`config.mk`:
```
export PLATFORM = sky130hd
export DESIGN_NAME = reg_writeback_queue
export DESIGN_NICKNAME = d
export VERILOG_FILES = /design/src/rtl/reg_writeback_queue_pkg.sv /design/src/rtl/reg_writeback_queue_bypass_match.sv /design/src/rtl/reg_writeback_queue.sv
export SDC_FILE = /design/constraint.sdc
export NUM_CORES = 1
export LEC_CHECK = 0
export ABC_AREA = 1
export ABC_CLOCK_PERIOD_IN_PS = 1900
export CORE_MARGIN = 5
export CORE_UTILIZATION = 45
export CTS_CLUSTER_DIAMETER = 120
export CTS_CLUSTER_SIZE = 12
export DETAILED_ROUTE_END_ITERATION = 10
export HOLD_SLACK_MARGIN = 0.06
export PLACE_DENSITY = 0.88
export SYNTH_ARGS = -nofsm -noshare
export SYNTH_HDL_FRONTEND = slang
export SYNTH_HIERARCHICAL = 1
export SYNTH_SLANG_ARGS = --single-unit
```
`constraint.sdc`:
```
create_clock -name clk -period 1.9 [get_ports clk]
set_clock_uncertainty 0.1 [all_clocks]
set_input_delay 0.38 -clock clk [delete_from_list [all_inputs] [get_ports clk]]
set_output_delay 0.38 -clock clk [all_outputs]
set_load 0.01 [all_outputs]
```
`src/rtl/reg_writeback_queue_pkg.sv`:
```
// -----------------------------------------------------------------------------
// reg_writeback_queue_pkg
//   Shared constants and the queue entry type for the register write-back
//   queue and its bypass matcher.
//
//   REG_IDX_W   : width of a register-file index
//   DATA_W      : width of a register value
//   wbq_entry_t : one pending write, {reg_idx, data}
// -----------------------------------------------------------------------------
package reg_writeback_queue_pkg;

    localparam int REG_IDX_W = 4;
    localparam int DATA_W    = 16;

    typedef struct packed {
        logic [REG_IDX_W-1:0] reg_idx;
        logic [DATA_W-1:0]    data;
    } wbq_entry_t;

endpackage

```
`src/rtl/reg_writeback_queue_bypass_match.sv`:
```
// -----------------------------------------------------------------------------
// wbq_bypass_match
//   Youngest-match search over the valid entries of the write-back queue for
//   one register-file read port.
//
//   Parameters : DEPTH      number of queue entries (power of two)
//   Inputs     : entries_i  queue storage, indexed by physical slot
//                head_i     slot of the oldest valid entry
//                count_i    number of valid entries
//                rd_reg_i   read-port register index (R0 never matches)
//   Outputs    : hit_o      some valid entry targets rd_reg_i
//                data_o     data of the youngest such entry, 0 on no hit
// -----------------------------------------------------------------------------
module wbq_bypass_match
    import reg_writeback_queue_pkg::*;
#(
    parameter int DEPTH = 4
) (
    input  wbq_entry_t [DEPTH-1:0]     entries_i,
    input  logic [$clog2(DEPTH)-1:0]   head_i,
    input  logic [$clog2(DEPTH):0]     count_i,
    input  logic [REG_IDX_W-1:0]       rd_reg_i,
    output logic                       hit_o,
    output logic [DATA_W-1:0]          data_o
);

    localparam int PTR_W = $clog2(DEPTH);
    localparam int CNT_W = PTR_W + 1;

    // Walk from oldest to youngest; a later match overwrites an earlier one,
    // so the youngest matching entry wins.
    // NOTE: every output gets a default before the loop, so no path leaves it
    // unassigned and no latch is inferred.
    always_comb begin
        hit_o  = 1'b0;
        data_o = '0;
        for (int k = 0; k < DEPTH; k++) begin
            if ((CNT_W'(k) < count_i) && (rd_reg_i != '0) &&
                (entries_i[head_i + PTR_W'(k)].reg_idx == rd_reg_i)) begin
                hit_o  = 1'b1;
                data_o = entries_i[head_i + PTR_W'(k)].data;
            end
        end
    end

endmodule

```
`src/rtl/reg_writeback_queue.sv`:
```
// -----------------------------------------------------------------------------
// reg_writeback_queue
//   Circular FIFO of pending register-file writes. Producers enqueue
//   {reg, data}; the head drains into the register-file write port one per
//   cycle unless drain_stall is high. Writes to R0 are accepted and dropped.
//   Optional bypass lookup for two read ports is built only when the macro
//   WB_BYPASS_EN is defined; otherwise the bypass outputs are tied to 0.
//
//   Parameters : DEPTH (power of two, 2..8)
//   Clock/reset: clk, rst (synchronous, active-high)
//   Producer   : in_valid, in_ready, in_reg[3:0], in_data[15:0]
//   Drain      : drain_stall, wr_en, wr_reg[3:0], wr_data[15:0]
//   Bypass     : rd_reg1/2[3:0], byp_hit1/2, byp_data1/2[15:0]
//   Occupancy  : count, empty, full
// -----------------------------------------------------------------------------
module reg_writeback_queue
    import reg_writeback_queue_pkg::*;
#(
    parameter int DEPTH = 4
) (
    input  logic                     clk,
    input  logic                     rst,
    input  logic                     in_valid,
    output logic                     in_ready,
    input  logic [REG_IDX_W-1:0]     in_reg,
    input  logic [DATA_W-1:0]        in_data,
    input  logic                     drain_stall,
    output logic                     wr_en,
    output logic [REG_IDX_W-1:0]     wr_reg,
    output logic [DATA_W-1:0]        wr_data,
    input  logic [REG_IDX_W-1:0]     rd_reg1,
    input  logic [REG_IDX_W-1:0]     rd_reg2,
    output logic                     byp_hit1,
    output logic                     byp_hit2,
    output logic [DATA_W-1:0]        byp_data1,
    output logic [DATA_W-1:0]        byp_data2,
    output logic [$clog2(DEPTH):0]   count,
    output logic                     empty,
    output logic                     full
);

    localparam int PTR_W = $clog2(DEPTH);
    localparam int CNT_W = PTR_W + 1;

    logic [PTR_W-1:0]       head_q, head_d;
    logic [PTR_W-1:0]       tail_q, tail_d;
    logic [CNT_W-1:0]       count_q, count_d;
    wbq_entry_t [DEPTH-1:0] mem_q;

    logic       push;
    logic       pop;
    wbq_entry_t head_entry;

    assign empty    = (count_q == '0);
    assign full     = (count_q == CNT_W'(DEPTH));
    assign count    = count_q;

    // Acceptance depends only on the registered occupancy: a full queue does
    // not take a new request even if the head drains in the same cycle.
    assign in_ready = !full;
    assign push     = in_valid && in_ready && (in_reg != '0);
    assign pop      = !empty && !drain_stall;

    assign head_entry = mem_q[head_q];
    assign wr_en      = pop;
    assign wr_reg     = empty ? '0 : head_entry.reg_idx;
    assign wr_data    = empty ? '0 : head_entry.data;

    always_comb begin
        head_d  = head_q;
        tail_d  = tail_q;
        count_d = count_q;
        if (push) begin
            tail_d = tail_q + PTR_W'(1);
        end
        if (pop) begin
            head_d = head_q + PTR_W'(1);
        end
        case ({push, pop})
            2'b10:   count_d = count_q + CNT_W'(1);
            2'b01:   count_d = count_q - CNT_W'(1);
            default: count_d = count_q;
        endcase
    end

    // NOTE: registered state is written with non-blocking assignments so every
    // flop samples the pre-edge values regardless of block ordering.
    always_ff @(posedge clk) begin
        if (rst) begin
            head_q  <= '0;
            tail_q  <= '0;
            count_q <= '0;
        end else begin
            head_q  <= head_d;
            tail_q  <= tail_d;
            count_q <= count_d;
        end
    end

    // NOTE: entry storage has no reset; validity is defined entirely by
    // head/count, so clearing those invalidates every slot.
    always_ff @(posedge clk) begin
        if (push) begin
            mem_q[tail_q] <= '{reg_idx: in_reg, data: in_data};
        end
    end

`ifdef WB_BYPASS_EN
    // Lookup uses registered state only, so a request being enqueued this
    // cycle becomes visible next cycle, while the head being drained this
    // cycle is still visible.
    wbq_bypass_match #(.DEPTH(DEPTH)) u_byp1 (
        .entries_i (mem_q),
        .head_i    (head_q),
        .count_i   (count_q),
        .rd_reg_i  (rd_reg1),
        .hit_o     (byp_hit1),
        .data_o    (byp_data1)
    );

    wbq_bypass_match #(.DEPTH(DEPTH)) u_byp2 (
        .entries_i (mem_q),
        .head_i    (head_q),
        .count_i   (count_q),
        .rd_reg_i  (rd_reg2),
        .hit_o     (byp_hit2),
        .data_o    (byp_data2)
    );
`else
    logic unused_rd_regs;
    assign unused_rd_regs = ^{rd_reg1, rd_reg2};

    assign byp_hit1  = 1'b0;
    assign byp_hit2  = 1'b0;
    assign byp_data1 = '0;
    assign byp_data2 = '0;
`endif

endmodule

```
==> results of run 1 <==
-- layout make-up --
type / instances / area, um2 / area share [%]
inverters: 22 / 87.58 / 1.813
clock buffers: 10 / 127.6 / 2.641
multi-input cells: 220 / 1060 / 21.93
well taps: 105 / 131.4 / 2.719
clock inverters: 6 / 85.08 / 1.761
repair buffers: 95 / 787.0 / 16.29
flip-flops and latches: 87 / 2554 / 52.85
-- stage by stage --
step	worst slack (ps)	cells	TNS, ps	util (%)	hold WS, ps
finish	-149.5	545	-742.0	58.52	353.1
global route	-181.3	545	-2559	58.52	355.4
CTS	-108.3	545	-612.6	58.48	329.7
detailed placement	-589.5	523	-24670	55.56	495.3
global placement	-463.9	523	-17210	55.56	463.3
floorplan	-124.1	378	-9931	-	349.1
-- metal layers --
layer,up-vias,part of all wire (%)
li1,1276,-
met1,1300,38
met2,133,52
met3,16,7.7
met4,0,2.0
met5,-,0
-- registers in the layout (all words and copies together) (netlist names) --
name	cells
mem_q	80
count	3
head_q	2
tail_q	2
-- synth_stat cells --
cell type / n
ha_1: 5
nand3_1: 2
dfxtp_1: 7
o21ai_1: 40
edfxtp_1: 80
buf_2: 10
o21ai_0: 3
inv_1: 20
nand2_1: 14
inv_2: 2
or2_1: 1
nand3_2: 1
nor2_1: 92
buf_6: 4
nand2_2: 1
conb_1: 1
a21oi_1: 23
buf_4: 35
nand4_1: 3
fa_1: 1
-- critical path, cell delays in order, from the launching register on --
cell,delay [ps]
dfxtp_4,430
buf_8,160
nor2_1,60
nor2_1,110
o21ai_1,80
a21oi_1,190
buf_2,180
-- logic make-up (layout without fill, tap and decap cells) --
group | after synthesis | after routing | share of synthesized area (%)
simple gates | 114 | 114 | 11.67
compound gates | 66 | 66 | 8.582
other cells | 1 | 34 | 0.09744
fa+ha+maj | 6 | 6 | 2.146
buf+inv | 71 | 133 | 11.44
flops | 87 | 87 | 66.06
-- path summary, 6_finish.rpt --
| kind | cells past startpoint | from | end |
|---|---|---|---|
| worst max-delay path | 6 | head_q[0]$_SDFFE_PP0P_ | wr_reg[2] |
| worst min-delay path | 1 | in_reg[0] | mem_q[36]$_DFFE_PP_ |
| worst max register to register | 12 | count[0]$_SDFFE_PP0P_ | count[2]$_SDFFE_PP0P_ |
| worst min register to register | 3 | tail_q[0]$_SDFFE_PP0P_ | tail_q[0]$_SDFFE_PP0P_ |
-- timing repair --
item / in CTS / in global routing
gates cloned: 0 / 0
buffers inserted: 6 / 0
pin swaps: 4 / 5
setup endpoints to repair: 25 / 27
gates resized for setup: 111 / 19
-- power by group --
part / leakage [uW] / switching, uW / internal (uW)
Clock: 0.000104 / 637 / 736
Sequential: 0.000793 / 100 / 2310
Combinational: 0.00103 / 1430 / 1070
==> flow_metrics.tcl, run 1 <==
set metrics [dict create \
    status "complete, but fails checks" \
    violations "negative setup slack" \
    rsz0062_at_grt "true" \
    cts_tree "built" \
    layout_commonest_cell "nor2_1" \
    holdCritPathClass "in2reg" \
    finalCritPeriodShare_pct 107.9 \
    timing.final.ws_setup_ps -149.5 \
    rrSetupSlack_ps 50 \
    insertion_delay_ps 350 \
    ys_seq_area_share_pct 66.06 \
    chipHeight_um 102.5 \
    syn_area_um2 3849 \
    fin_area_um2 4832 \
    total_power_uw 6273 \
    finalMaxSlewViolations 0 \
    ys_ff_latch 87 \
    die_x_um 102.5 \
    crit_required_ps 1420 \
    start_kind "flip-flop" \
    yosysWarnings 6 \
    busiest_layer "met2" \
    rows 33 \
    synth_top_area_cell "edfxtp_1" \
    wirelength_um 8837 \
    grt.met3_usage_pct 3.549 \
    layout.nets 473 \
    fillerInstances 634 \
    p_leak_uw 0.001927 \
    syn_inst 345 \
    fin_crit_ps 2049 \
    grt_pass1_wl_um 13570 \
    synth.avg_cell_area_um2 11.16 \
    met1_usage_pct 19.39 \
    clockBufferDepth 2 \
    endpoint_kind "primary output" \
    drtIter0Drc 145 \
    drtAntennaViolNets 0 \
    cts-root-buf "clkbuf_8" \
    vdd_drop_max_v 0.0008257 \
    finalHoldViolations 0 \
    placed_cell_area_um2 4588 \
    drc_errors 0 \
    cts_hold_buf 0 \
    clk_pin_slew_ps 90 \
    numCtsBuffers 9 \
    gp_congestion 0.8268 \
    area_delta_synth_final_pct 25.55 \
    use_met2_pct 31.43 \
    grt_overflow_total 0 \
    die-area_um2 10500 \
    synth.area.top_cells "edfxtp_1 62%, nor2_1 9.0%, buf_4 6.8%" \
    via_per_inst 5.000 \
    track_usage_pct 17.27 \
    path_max_fanout 14 \
    first_pass_iters 5 \
    p_per_area_nw_per_um2 1298 \
    grt_max_degree 19 \
    start_util_pct 46.61 \
    htree_levels 3 \
    fmax_ghz 0.4879 \
    synth_top_area_share_pct 62.42 \
    portBuffers 50 \
    max_cap_viol_count 0 \
    grt_pass1_vias 2806 \
    antenna_found_initial 0 \
    drive_above_1_share_pct 25.00 \
    ios 93 \
    core-area_um2 8258 \
    criticalPathCategory "reg2out" \
    routedWlPerCell_um 16.21 \
    mostFrequentLayoutCells "83 x nor2_1, 80 x edfxtp_1, 40 x o21ai_1, 36 x buf_4, 34 x conb_1" \
    cp.arrival_ps 1570 \
    hpwl_um 5873 \
    diodes 0 \
    clkSinkCount 87 \
    setup_viol 18 \
    ys_types 20 \
    vias 2725 \
]
Power figures use the tool's default switching activity.
==> run 2: changes to the inputs <==
--- a/config.mk
+++ b/config.mk
@@ -6,14 +6,15 @@
 export NUM_CORES = 1
 export LEC_CHECK = 0
 export ABC_AREA = 1
-export ABC_CLOCK_PERIOD_IN_PS = 1900
+export ABC_CLOCK_PERIOD_IN_PS = 2000
+export CAP_MARGIN = 20
 export CORE_MARGIN = 5
-export CORE_UTILIZATION = 45
+export CORE_UTILIZATION = 49
 export CTS_CLUSTER_DIAMETER = 120
 export CTS_CLUSTER_SIZE = 12
 export DETAILED_ROUTE_END_ITERATION = 10
 export HOLD_SLACK_MARGIN = 0.06
-export PLACE_DENSITY = 0.88
+export PLACE_DENSITY = 0.9
 export SYNTH_ARGS = -nofsm -noshare
 export SYNTH_HDL_FRONTEND = slang
 export SYNTH_HIERARCHICAL = 1
==> constraint.sdc (replaced) <==
create_clock -name clk -period 2 [get_ports clk]
set_clock_uncertainty 0.1 [all_clocks]
set_input_delay 0.4 -clock clk [delete_from_list [all_inputs] [get_ports clk]]
set_output_delay 0.4 -clock clk [all_outputs]
set_load 0.01 [all_outputs]
==> run 2 against run 1 <==
The flow still finishes with violations (negative setup slack). Clock-buffer cell count up 1. Wire length down 1.1%. Largest cell class unchanged. Via count down 0.99%. Largest power group unchanged. Sequential power down 5%.
==> flow_metrics.tcl, run 2 (synthesis gave the netlist of run 1 again) <==
set metrics [dict create \
    status "complete, but fails checks" \
    violations "negative setup slack" \
    numCtsBuffers 9 \
    portBuffers 50 \
    chipHeight_um 98.63 \
    wirelength_um 8740 \
    hpwl_um 5832 \
    drtIter0Drc 194 \
    busiest_layer "met2" \
    fillerInstances 556 \
    die_x_um 98.63 \
    grt_pass1_vias 2705 \
    gp_congestion 0.8177 \
    grt.met3_usage_pct 4.812 \
    first_pass_iters 5 \
    grt_max_degree 21 \
    endpoint_kind "primary output" \
    placed_cell_area_um2 4583 \
    rows 32 \
    area_delta_synth_final_pct 23.44 \
    rrSetupSlack_ps 80 \
    via_per_inst 5.006 \
    path_max_fanout 20 \
    core-area_um2 7687 \
    vdd_drop_max_v 0.0008792 \
    p_leak_uw 0.001921 \
    drtAntennaViolNets 0 \
    clkSinkCount 87 \
    track_usage_pct 18.09 \
    whs_ps 363.3 \
    diodes 0 \
    rr_startpoint "count[0]$_SDFFE_PP0P_" \
    criticalPathCategory "reg2out" \
    layout_commonest_cell "nor2_1" \
    hold_path_depth 1 \
    fin_crit_ps 2001 \
    grt_pass1_wl_um 13460 \
    htree_levels 3 \
    hold_start "in_reg[1]" \
    crit_required_ps 1500 \
    p_per_area_nw_per_um2 1222 \
    drc_errors 0 \
    total_power_uw 5806 \
    worst-r2r-cell-count 12 \
    insertion_delay_ps 350 \
    setup_viol 1 \
    start_kind "flip-flop" \
    top_register "mem_q" \
    antenna_found_initial 0 \
    layout.nets 470 \
    rsz0062_at_grt "true" \
    die-area_um2 9727 \
    holdCritPathClass "in2reg" \
    routedWlPerCell_um 16.22 \
    max_cap_viol_count 0 \
    use_met2_pct 31.25 \
    final_core_util_pct 61.80 \
    drive_above_1_share_pct 23.57 \
    finalCritPeriodShare_pct 100.0 \
    clockBufferDepth 2 \
    clk_pin_slew_ps 90 \
    start_util_pct 50.07 \
    rr_endpoint "count[2]$_SDFFE_PP0P_" \
    largest_reg_flops 80 \
    fmax_ghz 0.4998 \
    timing.final.ws_setup_ps -0.9193 \
    vias 2698 \
    finalMaxSlewViolations 0 \
    cp.arrival_ps 1500 \
    fin_area_um2 4751 \
    cts-root-buf "clkbuf_8" \
    grt_overflow_total 0 \
    met1_usage_pct 21.45 \
    finalHoldViolations 0 \
    holdPathEnd "mem_q[57]$_DFFE_PP_" \
    ios 93 \
    cts_tree "built" \
    mostFrequentLayoutCells "83 x nor2_1, 80 x edfxtp_1, 41 x o21ai_1, 35 x buf_4, 34 x conb_1" \
]
## run 2: final cells by class
type | count | area, um2 | share of cell area, %
well taps | 102 | 127.6 | 2.686
multi-input cells | 220 | 1046 | 22.02
flip-flops and latches | 87 | 2551 | 53.70
inverters | 22 | 87.58 | 1.844
clock buffers | 11 | 131.4 | 2.765
clock inverters | 5 | 35.03 | 0.7374
repair buffers | 92 | 772.0 | 16.25
## run 2: worst max path at each step
stage / cells after the start / startpoint / to
final: 6 / head_q[0]$_SDFFE_PP0P_ / wr_data[11]
after global routing: 6 / head_q[0]$_SDFFE_PP0P_ / wr_data[3]
after CTS: 6 / head_q[0]$_SDFFE_PP0P_ / wr_data[0]
after detailed placement: 12 / in_reg[3] / count[2]$_SDFFE_PP0P_
after global placement: 12 / in_reg[1] / count[2]$_SDFFE_PP0P_
after floorplan: 4 / count[1]$_SDFFE_PP0P_ / mem_q[0]$_DFFE_PP_
## run 2: what timing repair did
action | in CTS | in global routing
hold buffers | 0 | 0
setup buffers | 1 | 2
endpoints found under the hold margin | 0 | 0
resized for setup | 102 | 21
gates cloned | 0 | 0
pin swaps | 8 | 6
setup endpoints to repair | 25 | 23
## run 2: metal layers
metal | vias to the layer above | wire length [um]
li1 | 1275 | -
met1 | 1287 | 3506
met2 | 123 | 4462
met3 | 13 | 632
met4 | 0 | 139
met5 | - | 0
## run 2: report_power, final
| part | internal, uW | switching (uW) |
|---|---|---|
| sequential | 2190 | 86.0 |
| clock | 452 | 620 |
| combinational | 1050 | 1400 |
| total | 3700 | 2110 |
## run 2: worst max-delay path, stage by stage (launching register included)
cell and delay [ps]:
dfxtp_4 410, buf_12 170, nor2_1 60, nor2_1 110
o21ai_1 90, a21oi_1 150, buf_2 170
## run 2: metrics by stage
step	setup slack (ps)	instances	setup TNS [ps]
floorplan	-117.3	378	-9386
global placement	-380.5	520	-5478
detailed placement	-439.8	520	-9891
CTS	-62.00	537	-79.22
global route	-89.02	539	-698.8
finish	-0.9193	539	-0.9193
==> run 3: changes to the inputs <==
--- a/config.mk
+++ b/config.mk
@@ -5,16 +5,14 @@
 export SDC_FILE = /design/constraint.sdc
 export NUM_CORES = 1
 export LEC_CHECK = 0
-export ABC_AREA = 1
 export ABC_CLOCK_PERIOD_IN_PS = 2000
-export CAP_MARGIN = 20
 export CORE_MARGIN = 5
 export CORE_UTILIZATION = 49
 export CTS_CLUSTER_DIAMETER = 120
 export CTS_CLUSTER_SIZE = 12
 export DETAILED_ROUTE_END_ITERATION = 10
 export HOLD_SLACK_MARGIN = 0.06
-export PLACE_DENSITY = 0.9
+export PLACE_DENSITY = 0.91
 export SYNTH_ARGS = -nofsm -noshare
 export SYNTH_HDL_FRONTEND = slang
 export SYNTH_HIERARCHICAL = 1
==> run 3 against run 2 <==
Critical endpoint is now count[2]$_SDFFE_PP0P_. Sequential share of layout area is 0.43 points higher. Synthesized cell count is 38% lower. Combinational power is 7% higher. The run still ends with negative setup slack left. Synthesized area is 2.8% lower. Fmax is 12% lower. Clock power hardly changed.
==> flow_metrics.tcl, run 3 <==
set metrics [dict create \
    status "complete, but fails checks" \
    violations "negative setup slack" \
    slew_headroom_pct 62.03 \
    cp.arrival_ps 2450 \
    area_delta_synth_final_pct 25.83 \
    numCtsBuffers 9 \
    diodes 0 \
    start_kind "flip-flop" \
    cts_tree "built" \
    synth-main-ff-cell "edfxtp_1" \
    grt_pass1_vias 2032 \
    criticalPathCategory "reg2reg" \
    yosysWarnings 6 \
    synth_fa_ha_area_share_pct 2.208 \
    synth_top_area_share_pct 64.24 \
    holdCritPathClass "in2reg" \
    top_register "mem_q" \
    drtAntennaViolNets 0 \
    whs_ps 176.0 \
    routedWlPerCell_um 17.02 \
    first_pass_iters 4 \
    fillerInstances 498 \
    synth.area.mux_share_pct 12.71 \
    synth_most_common_cell "edfxtp_1" \
    placed_cell_area_um2 4378 \
    syn_inst 215 \
    total_power_uw 5968 \
    drc_errors 0 \
    layout.nets 329 \
    grt_max_degree 21 \
    start_util_pct 51.02 \
    die_x_um 97.37 \
    async_flop_share_pct 0 \
    vias 1939 \
    chipHeight_um 97.37 \
    finalCritPeriodShare_pct 113.4 \
    layout_commonest_cell "edfxtp_1" \
    synth.avg_cell_area_um2 17.39 \
    ys_seq_area_share_pct 67.98 \
    fmax_ghz 0.4408 \
    largest_reg_flops 80 \
    synth_edf_count 80 \
    rsz0062_at_grt "true" \
    grt_overflow_total 0 \
    ys_ff_latch 87 \
    path_max_fanout 2 \
    hpwl_um 4436 \
    clockBufferDepth 2 \
    track_usage_pct 14.00 \
    p_per_area_nw_per_um2 1268 \
    worst_pin_slew_ps 569.5 \
    p_leak_uw 0.001719 \
    antenna_found_initial 0 \
    vdd_drop_max_v 0.0007108 \
    insertion_delay_ps 350 \
    rows 31 \
    yosys.area_share.simple_pct 6.357 \
    gp_congestion 0.7354 \
    htree_levels 3 \
    rrSetupSlack_ps -270 \
    cts-root-buf "clkbuf_8" \
    clkSinkCount 87 \
    finalHoldViolations 0 \
    fin_area_um2 4706 \
    timing.final.ws_setup_ps -268.5 \
    ios 93 \
    grt_pass1_wl_um 10190 \
    cts_hold_buf 0 \
    synthTopCellsByCount "80 x edfxtp_1, 36 x buf_4, 20 x mux4_2, 20 x nor2b_1, 8 x inv_1" \
    synth_top_family_by_area "multiplexers" \
    fin_crit_ps 2269 \
    wirelength_um 6721 \
    via_per_inst 4.909 \
    finalMaxSlewViolations 0 \
    crit_required_ps 2180 \
    drtIter0Drc 154 \
    max_cap_viol_count 0 \
    clk_pin_slew_ps 70 \
    mostFrequentLayoutCells "80 x edfxtp_1, 34 x conb_1, 22 x clkdlybuf4s50_1, 20 x mux4_2, 18 x buf_6" \
    endpoint_kind "flip-flop" \
    portBuffers 50 \
    syn_area_um2 3740 \
    synth_top_area_cell "edfxtp_1" \
    synth.area.top_cells "edfxtp_1 64%, mux4_2 12%, buf_4 7.2%" \
    core-area_um2 7331 \
    die-area_um2 9480 \
    setup_viol 22 \
    synthXorXnorAreaFrac_pct 0.4684 \
    drive_above_1_share_pct 37.50 \
    synth_compound_area_share_pct 1.004 \
    ys_types 27 \
]
## run 3: changes by cell type in the layout (fill, tap and decap cells not counted), sizes merged, moves of 3 or more
cell | before | now
a21oi | 23 | 4
inv | 22 | 8
clkinv | 4 | 1
mux4 | 0 | 20
nand4 | 3 | 0
dlygate4sd2 | 5 | 1
o21ai | 43 | 2
clkbuf | 12 | 16
nand3 | 3 | 0
and2 | 0 | 4
nor2 | 92 | 6
nor2b | 0 | 20
buf | 62 | 49
nand2 | 15 | 0
## run 3: worst max-delay path, cell delays in order, from the launching register on
cell and delay [ps]:
dfxtp_2 320, or3b_4 400, and3_4 180, inv_2 60, ha_4 120, inv_2 40, fa_2 350, xor2_1 160
or3_1 330, a21oi_2 140
## run 3: through the flow
stage | instances | util [%] | setup TNS, ps | setup WS (ps)
CTS | 393 | 61.97 | -3653 | -229.8
global route | 395 | 64.19 | -4683 | -345.6
detailed placement | 374 | 59.72 | -50840 | -901.8
floorplan | 248 | - | -700.6 | -417.7
global placement | 374 | 59.72 | -47830 | -833.4
finish | 395 | 64.19 | -3273 | -268.5
## run 3: report_power, final
part | switching (uW) | internal [uW]
sequential | 70.3 | 2190
clock | 553 | 518
combinational | 1180 | 1450
total | 1810 | 4160
## run 3: timing repair
item,4_1_cts,5_1_grt
cloned,0,0
resized for setup,119,34
pin swaps,4,1
setup endpoints to repair,107,26
buffers inserted,3,2
## run 3: cell type report
type	count	area, um2	area share, %
clock inverter	1	3.754	0.07977
timing repair buffer	75	713.2	15.16
multi-input combinational	110	1121	23.82
clock buffer	15	166.4	3.536
tap	99	123.9	2.632
inverter	8	30.03	0.6381
sequential	87	2547	54.13
## run 3: cell families after synthesis
group / count (synthesis)
compound gates: 7
buf+inv: 51
flops: 87
xor+xnor: 2
other cells: 1
fa+ha+maj: 6
simple gates: 39
mux: 22
## run 3: path summary, 6_finish.rpt
kind	start	to	cells past startpoint
worst max-delay path	count[0]$_SDFFE_PP0P_	count[2]$_SDFFE_PP0P_	9
worst min-delay path	in_reg[0]	mem_q[76]$_DFFE_PP_	1
worst max register to register	count[0]$_SDFFE_PP0P_	count[2]$_SDFFE_PP0P_	9
worst min register to register	tail_q[1]$_SDFFE_PP0P_	tail_q[1]$_SDFFE_PP0P_	2
## run 3: routing by layer
metal,global-route usage [%],wire length [um],up-vias
li1,-,-,885
met1,17.04,2691,957
met2,23.04,3382,87
met3,5.384,555,10
met4,4.579,92,0
met5,0,0,-
